`src/rtl/ext_bus_pkg.sv`:
```
// ext_bus_pkg
// Shared types and constants for the external bus arbiter.
//   state_e         : arbiter FSM states (IDLE -> ACCESS -> ACK)
//   IO_BASE_DEFAULT : default start of the IO region; lower addresses are RAM
//   WAIT_CW         : width of the per-access wait-state down counter
//   idx_width()     : bits needed to hold a requester index
package ext_bus_pkg;

    typedef enum logic [1:0] {
        IDLE   = 2'd0,
        ACCESS = 2'd1,
        ACK    = 2'd2
    } state_e;

    localparam logic [15:0] IO_BASE_DEFAULT = 16'hFF00;
    localparam int unsigned WAIT_CW         = 3;

    function automatic int unsigned idx_width(input int unsigned n);
        int unsigned w;
        w = 1;
        while ((32'd1 << w) < n) begin
            w = w + 1;
        end
        return w;
    endfunction

endpackage

```
`src/rtl/ext_bus_pick.sv`:
```
// ext_bus_pick
// Combinational winner selection among pending requesters.
// Build option ARB_ROUND_ROBIN_EN:
//   defined   : round-robin, search begins at i_ptr and wraps modulo NREQ
//   undefined : fixed priority, lowest index wins; no pointer input exists
// Ports:
//   i_req     : per-requester request bits
//   i_ptr     : round-robin search start (round-robin build only)
//   o_win_oh  : one-hot winner (all zero when no request)
//   o_win_idx : binary index of the winner (0 when no request)
module ext_bus_pick
    import ext_bus_pkg::*;
#(
    parameter int unsigned NREQ = 2,
    parameter int unsigned IW   = 1
) (
    input  logic [NREQ-1:0] i_req,
`ifdef ARB_ROUND_ROBIN_EN
    input  logic [IW-1:0]   i_ptr,
`endif
    output logic [NREQ-1:0] o_win_oh,
    output logic [IW-1:0]   o_win_idx
);

`ifdef ARB_ROUND_ROBIN_EN
    int unsigned w_j;

    // Walk the search order backwards so the candidate closest to i_ptr is written last.
    always_comb begin
        o_win_oh  = '0;
        o_win_idx = '0;
        w_j       = 0;
        for (int k = NREQ - 1; k >= 0; k--) begin
            w_j = (int unsigned'(i_ptr) + int unsigned'(k)) % NREQ;
            if (i_req[w_j]) begin
                o_win_oh      = '0;
                o_win_oh[w_j] = 1'b1;
                o_win_idx     = IW'(w_j);
            end
        end
    end
`else
    // Descending walk leaves the lowest requesting index as the final winner.
    always_comb begin
        o_win_oh  = '0;
        o_win_idx = '0;
        for (int k = NREQ - 1; k >= 0; k--) begin
            if (i_req[k]) begin
                o_win_oh    = '0;
                o_win_oh[k] = 1'b1;
                o_win_idx   = IW'(k);
            end
        end
    end
`endif

endmodule

```
`src/rtl/ext_bus_arbiter.sv`:
```
// ext_bus_arbiter
// Shares the external memory/IO bus among NREQ masters (requester 0 is the CPU core).
// Arbitrates, decodes the latched address into RAM/IO, runs a WAIT_CYCLES+1 cycle access
// and returns a single-cycle ack to the owner.
// Build option ARB_ROUND_ROBIN_EN: round-robin arbitration when defined, otherwise fixed
// priority with the lowest index first.
// Ports:
//   i_clk, i_reset           : clock, synchronous active-high reset
//   i_req, i_req_we          : per-requester request and write flag
//   i_req_addr, i_req_wdata  : packed per-requester address / write data
//   o_gnt                    : one-hot bus owner, held through ACCESS and ACK
//   o_ack                    : one-cycle completion pulse to the owner
//   o_rdata                  : read data, updated at each read completion
//   o_dir_mem_ex             : external address (ACCESS only)
//   o_write_ext, o_read_ext  : IO write / read strobes
//   o_we_ram                 : RAM write enable
//   o_bus_wdata, i_bus_rdata : bus write / read data
module ext_bus_arbiter
    import ext_bus_pkg::*;
#(
    parameter int unsigned   NREQ        = 2,
    parameter int unsigned   AW          = 16,
    parameter int unsigned   DW          = 16,
    parameter int unsigned   WAIT_CYCLES = 1,
    parameter logic [AW-1:0] IO_BASE     = AW'(IO_BASE_DEFAULT)
) (
    input  logic               i_clk,
    input  logic               i_reset,
    input  logic [NREQ-1:0]    i_req,
    input  logic [NREQ-1:0]    i_req_we,
    input  logic [NREQ*AW-1:0] i_req_addr,
    input  logic [NREQ*DW-1:0] i_req_wdata,
    output logic [NREQ-1:0]    o_gnt,
    output logic [NREQ-1:0]    o_ack,
    output logic [DW-1:0]      o_rdata,
    output logic [AW-1:0]      o_dir_mem_ex,
    output logic               o_write_ext,
    output logic               o_read_ext,
    output logic               o_we_ram,
    output logic [DW-1:0]      o_bus_wdata,
    input  logic [DW-1:0]      i_bus_rdata
);

    localparam int unsigned IW = idx_width(NREQ);

    state_e               r_state;
    state_e               w_state_next;
    logic [NREQ-1:0]      r_gnt;
    logic [AW-1:0]        r_addr;
    logic                 r_we;
    logic [DW-1:0]        r_wdata;
    logic [DW-1:0]        r_rdata;
    logic [WAIT_CW-1:0]   r_wait;

    logic [NREQ-1:0]      w_win_oh;
    logic [IW-1:0]        w_win_idx;
    logic [AW-1:0]        w_sel_addr;
    logic [DW-1:0]        w_sel_wdata;
    logic                 w_sel_we;
    logic                 w_is_io;

`ifdef ARB_ROUND_ROBIN_EN
    logic [IW-1:0]        r_ptr;
`endif

    ext_bus_pick #(
        .NREQ (NREQ),
        .IW   (IW)
    ) u_pick (
        .i_req     (i_req),
`ifdef ARB_ROUND_ROBIN_EN
        .i_ptr     (r_ptr),
`endif
        .o_win_oh  (w_win_oh),
        .o_win_idx (w_win_idx)
    );

    // Route the winner's request fields to the grant latches.
    always_comb begin
        w_sel_addr  = '0;
        w_sel_wdata = '0;
        w_sel_we    = 1'b0;
        for (int i = 0; i < NREQ; i++) begin
            if (w_win_idx == IW'(i)) begin
                w_sel_addr  = i_req_addr[i*AW +: AW];
                w_sel_wdata = i_req_wdata[i*DW +: DW];
                w_sel_we    = i_req_we[i];
            end
        end
    end

    assign w_is_io     = (r_addr >= IO_BASE);
    assign o_gnt       = r_gnt;
    assign o_rdata     = r_rdata;
    assign o_bus_wdata = r_wdata;

    always_comb begin
        w_state_next = r_state;
        o_ack        = '0;
        o_dir_mem_ex = '0;
        o_we_ram     = 1'b0;
        o_write_ext  = 1'b0;
        o_read_ext   = 1'b0;
        unique case (r_state)
            IDLE: begin
                if (|i_req) begin
                    w_state_next = ACCESS;
                end
            end
            ACCESS: begin
                o_dir_mem_ex = r_addr;
                o_we_ram     = r_we & ~w_is_io;
                o_write_ext  = r_we & w_is_io;
                o_read_ext   = ~r_we & w_is_io;
                if (r_wait == '0) begin
                    w_state_next = ACK;
                end
            end
            ACK: begin
                o_ack        = r_gnt;
                w_state_next = IDLE;
            end
            default: begin
                w_state_next = IDLE;
            end
        endcase
    end

    always_ff @(posedge i_clk) begin
        if (i_reset) begin
            r_state <= IDLE;
            r_gnt   <= '0;
            r_addr  <= '0;
            r_we    <= 1'b0;
            r_wdata <= '0;
            r_rdata <= '0;
            r_wait  <= '0;
`ifdef ARB_ROUND_ROBIN_EN
            r_ptr   <= '0;
`endif
        end else begin
            r_state <= w_state_next;
            unique case (r_state)
                IDLE: begin
                    if (|i_req) begin
                        r_gnt   <= w_win_oh;
                        r_addr  <= w_sel_addr;
                        r_we    <= w_sel_we;
                        r_wdata <= w_sel_wdata;
                        r_wait  <= WAIT_CW'(WAIT_CYCLES);
`ifdef ARB_ROUND_ROBIN_EN
                        r_ptr   <= (w_win_idx == IW'(NREQ - 1)) ? '0 : w_win_idx + 1'b1;
`endif
                    end
                end
                ACCESS: begin
                    if (r_wait == '0) begin
                        // Writes leave the last read value visible.
                        if (!r_we) begin
                            r_rdata <= i_bus_rdata;
                        end
                    end else begin
                        r_wait <= r_wait - 1'b1;
                    end
                end
                ACK: begin
                    r_gnt <= '0;
                end
                default: begin
                end
            endcase
        end
    end

endmodule
```
`config.mk`:
```
export PLATFORM = sky130hd
export DESIGN_NAME = ext_bus_arbiter
export DESIGN_NICKNAME = d
export VERILOG_FILES = /design/src/rtl/ext_bus_pkg.sv /design/src/rtl/ext_bus_pick.sv /design/src/rtl/ext_bus_arbiter.sv
export SDC_FILE = /design/constraint.sdc
export NUM_CORES = 1
export LEC_CHECK = 0
export ABC_AREA = 1
export BUFFER_PORTS_ARGS = -buffer_cell sky130_fd_sc_hd__clkbuf_2
export CAP_MARGIN = 20
export CORE_ASPECT_RATIO = 0.5
export CORE_MARGIN = 2
export CORE_UTILIZATION = 35
export DETAILED_ROUTE_END_ITERATION = 10
export PLACE_DENSITY = 0.63
export SKIP_CTS_REPAIR_TIMING = 1
export SLEW_MARGIN = 20
export SYNTH_ARGS = -nofsm -noshare
export SYNTH_HDL_FRONTEND = slang
export SYNTH_SLANG_ARGS = --single-unit
```
`constraint.sdc`:
```
create_clock -name i_clk -period 1.61 [get_ports i_clk]
set_input_delay 0.322 -clock i_clk [delete_from_list [all_inputs] [get_ports i_clk]]
set_output_delay 0.322 -clock i_clk [all_outputs]
set_load 0.03 [all_outputs]
```
-- After elaboration in Yosys (flattened, before gate mapping)
Index checks and enable logic that the tools add are counted.
- reductions and logical operators: 10
- equality and inequality tests: 5
- bitwise gates (word level): 5
- mux-type cells: 20
- $add $sub $neg: 1
- $lt $le $gt $ge: 1
- operator list (cell ; count):
    two-way mux 16 bit ; 3
    >= comparator 16 bit, second input constant ; 1
    two-way mux 2 bit ; 6
    case mux 2 bit (2 select lines) ; 2
    two-way mux 1 bit ; 6
    two-way mux 3 bit ; 2
    != test 2 bit, second input constant ; 3
    case mux 3 bit (2 select lines) ; 1
    AND reduction 2 bit ; 3
    AND reduction 3 bit ; 2
    nonzero test 2 bit ; 2
    AND 1 bit ; 3
    zero test 3 bit ; 1
    subtractor 3 x 1 -> 3 bit, second input constant ; 1
    equality test 2 x 1 -> 1 bit, second input constant ; 1
    equality test 2 bit, second input constant ; 1
    zero test 2 bit ; 1
    inverter 1 bit ; 2
    OR reduction 2 bit ; 1
- bits in registers: 56
- logic and storage cells: 49

-- Logic depth before layout (Yosys ltp)
- word-level depth: 4
- mapped depth: 9
- depth with buffers taken out: 8

-- Hierarchy
From an unflattened synthesis, not the netlist that was laid out.
- cells, all modules: 439
- area total of the unflattened synthesis: 2829.0 um2
- by module, submodules not included (module ; times used ; area an instance (um2) ; sequential area each (um2) ; cells an instance):
    ext_bus_arbiter ; 1 ; 2803.9 ; 1121.1 ; 435
    ext_bus_pick ; 1 ; 25.0 ; 0.0 ; 4

-- Worst setup path after synthesis
No wires, ideal clock.
- path type: register -> output
- start: reg r_state[0]
- end: out o_read_ext
- path buffers: 1
- slack: -167 ps
- data required time: 1288 ps
- data arrival time: 1455 ps
- cell stages (with the launch flop): 6
- path through: dfxtp_1 inv_2 nor2_8 inv_2 buf_2 nor3_1
- cells in the longest elaborated chain, start to end: 2
- ends and longest elaborated chain (what ; line ; RTL):
    start: declaration ; ext_bus_arbiter.sv:46 ; state_e r_state;
    start signal: assignment ; ext_bus_arbiter.sv:142 ; r_state <= w_state_next;
    equality test 2 x 1 -> 1 bit ; ext_bus_arbiter.sv:104 ; unique case (r_state)
    two-way mux 1 bit ; ext_bus_arbiter.sv:104 ;
    end: declaration ; ext_bus_arbiter.sv:38 ; output logic o_read_ext,
No other way between the ends.

-- Worst setup path in the final report
- start: reg r_state[0]
- end: out o_dir_mem_ex[12]
- cells in the longest elaborated chain, start to end: 2
- ends and longest elaborated chain (what ; line ; RTL):
    equality test 2 x 1 -> 1 bit ; ext_bus_arbiter.sv:104 ;
    two-way mux 16 bit ; ext_bus_arbiter.sv:104 ;
    end: declaration ; ext_bus_arbiter.sv:36 ; output logic [AW-1:0] o_dir_mem_ex,
No other way between the ends.

==> results.py <==
metrics = {
    "pwr": {
        "ir_drop_v": 0.000496,
        "power_density_nw_per_um2": 1080,
        "power_w": 0.00434,
        "leakage_nw": 1.99,
    },
    "global_route": {
        "grt_pass1_wl_um": 11700,
        "first_global_vias": 2568,
        "antenna_found_initial": 0,
        "grt.busiest_layer": "met2",
        "grt_use_met2_pct": 30.3,
        "groute.layer.met1.usage_pct": 21.2,
        "met3_usage_pct": 4.82,
        "grt-ovfl-total": 0,
        "grt.total_usage_pct": 17.2,
        "grt_max_degree": 38,
    },
    "timing": {
        "setup_ws_ps": -32.3,
        "slew_headroom_pct": 75.0,
        "fmax_mhz": 609,
        "maxSlewViolCount": 0,
        "final-hold-violation-count": 0,
        "fin_crit_ps": 1640,
        "rsz0062_at_grt": "true",
        "setup-violations-final": 2,
        "hold_slack_ps": 254,
        "fin_crit_sh_pct": 102,
        "tightest_slew_ps": 374,
        "clock_skew_ps": 2.28,
    },
    "critical_path": {
        "crit_start": "r_state[0]",
        "worstPathRequired_ps": 1290,
        "reg2reg_from": "r_state[0]",
        "endpoint_kind": "primary output",
        "path_max_fanout": 8,
        "crit_path_start_kind": "flop",
        "cp_data_arrival_time_ps": 1320,
        "crit_type": "reg2out",
    },
    "clocking": {
        "root_buffer": "clkbuf_16",
        "clock_latency_ps": 290,
        "cts_buffers": 5,
        "ctsHtreeMaxLevel": 2,
        "max-clock-path-buffers": 2,
        "clk_pin_slew_ps": 70,
        "cts_sinks": 56,
        "cts_tree": "yes",
    },
    "worst_hold_path": {
        "holdCritStartpoint": "i_req_wdata[30]",
        "worstHoldPathType": "in2reg",
    },
    "yosys": {
        "synth_commonest_cells": "nand2_1, a21oi_1, dfxtp_1, nor2_1, inv_1",
        "synth.distinct_cells": 18,
        "post_synth_inst_count": 417,
        "synthTopCellsByArea": "dfxtp_1, nand2_1, a21oi_1, nor2_1, inv_1",
        "yosys_register_bits": 56,
        "yosysWarningCount": 0,
        "yosys.area.top_type": "dfxtp_1",
        "syn_avg_cell_area_um2": 6.66,
        "synth_nets": 505,
        "synthFlopType": "dfxtp_1",
        "yosys.area.top_type_share_pct": 40.4,
        "syn-cell-area_um2": 2780,
        "synth_edf_count": 0,
        "ys_seq_area_share_pct": 40.4,
        "post-synth-top-count-cell": "nand2_1",
        "synthArstFlopShare_pct": 0,
    },
    "route": {
        "ant_nets": 0,
        "vias_per_cell": 4.48,
        "drtIter0Drc": 109,
        "wl_per_cell_um": 11.7,
        "dr_total_vias": 2979,
        "drc": 0,
        "drtPass1Iterations": 5,
        "wirelength_um": 7750,
    },
    "finish": {
        "num_antenna_cells": 0,
        "fin_cells": 665,
        "syn2layout_area_growth_pct": 45.3,
        "final_area_um2": 4030,
        "nNetsFinal": 644,
        "layout-drive-gt1-share_pct": 36.6,
    },
    "place": {
        "gp_congestion": 0.799,
        "dpl_cell_area_um2": 3620,
        "dp.cells": 653,
        "dp_hpwl_um": 5260,
        "io_buffers": 140,
        "place_ws_ps": 156,
    },
    "die": {
        "row_count": 22,
        "die_w_um": 130,
        "die_area_um2": 8700,
        "num_io_pins": 141,
        "die_y_um": 67.0,
        "core_um2": 7510,
        "start_util_pct": 36.9,
    },
    "status": {
        "violations": "setup timing",
        "status": "finished with violations",
    },
    "flow_run": {
        "max-cap-violations": 0,
    },
}
-- cell families (layout without fill, tap and decap cells) --
family / after synthesis / after routing / share of synthesized area [%]
DFF: 56 / 56 / 40.4
buffers and inverters: 68 / 208 / 11.6
adders and majority gates: 2 / 2 / 0.902
and+or+nand+nor: 219 / 219 / 34.1
AOI/OAI and AO/OA: 72 / 72 / 13.0
-- registers in the layout, indices dropped and copies added (netlist names) --
name and count:
o_bus_wdata 16, o_gnt 2, o_rdata 16, r_addr 16, r_state 2, r_wait 3
r_we 1
-- path summary, 6_finish.rpt --
path	to	slack, ps	cells past startpoint
min	o_bus_wdata[14]	250	3
min reg2reg	o_rdata[9]	480	2
max	o_dir_mem_ex[12]	-30	6
max reg2reg	o_rdata[4]	260	7
-- placed cells by master (no fill, tap or decap), drive strengths merged --
master and count:
nand2 134, ha 2, nor3 4, inv 45, nand3b 16, nand3 4
dfxtp 56, o21ai 1, nor2 61, a21oi 71, clkbuf 131, buf 32
-- power by group --
| group | leakage (nW) | internal [W] | switching, W |
|---|---|---|---|
| clock network | 0.0712 | 0.000622 | 0.000474 |
| registers | 0.465 | 0.00158 | 0.0000920 |
| logic | 1.46 | 0.000569 | 0.00100 |
| total | 1.99 | 0.00277 | 0.00157 |
-- critical path: stages (launching register included) --
cell and delay, ps:
dfxtp_2 370, inv_4 50, nor2_8 100, inv_6 60, clkbuf_16 170, nor2_2 120, buf_6 150
-- metrics by stage --
stage / TNS (ps) / utilization (%)
2_1_floorplan: -334 / -
3_3_place_gp: 0 / 48.1
3_5_place_dp: 0 / 48.1
4_1_cts: -2390 / 50.1
5_1_grt: -532 / 53.7
6_report: -40.1 / 53.7
-- layer usage --
metal	vias to the layer above	part of all wire, %
met1	1320	45
li1	1569	-
met2	83	47
met5	-	0
met3	7	6.7
met4	0	0.71
-- final cells by class --
class,instances,area [um2]
clock buffer,8,146
fill,765,3480
inverter,45,176
multi-input combinational,293,1450
sequential,56,1130
tap,108,135
timing repair buffer,155,995
(Power assumes the default switching activity.)
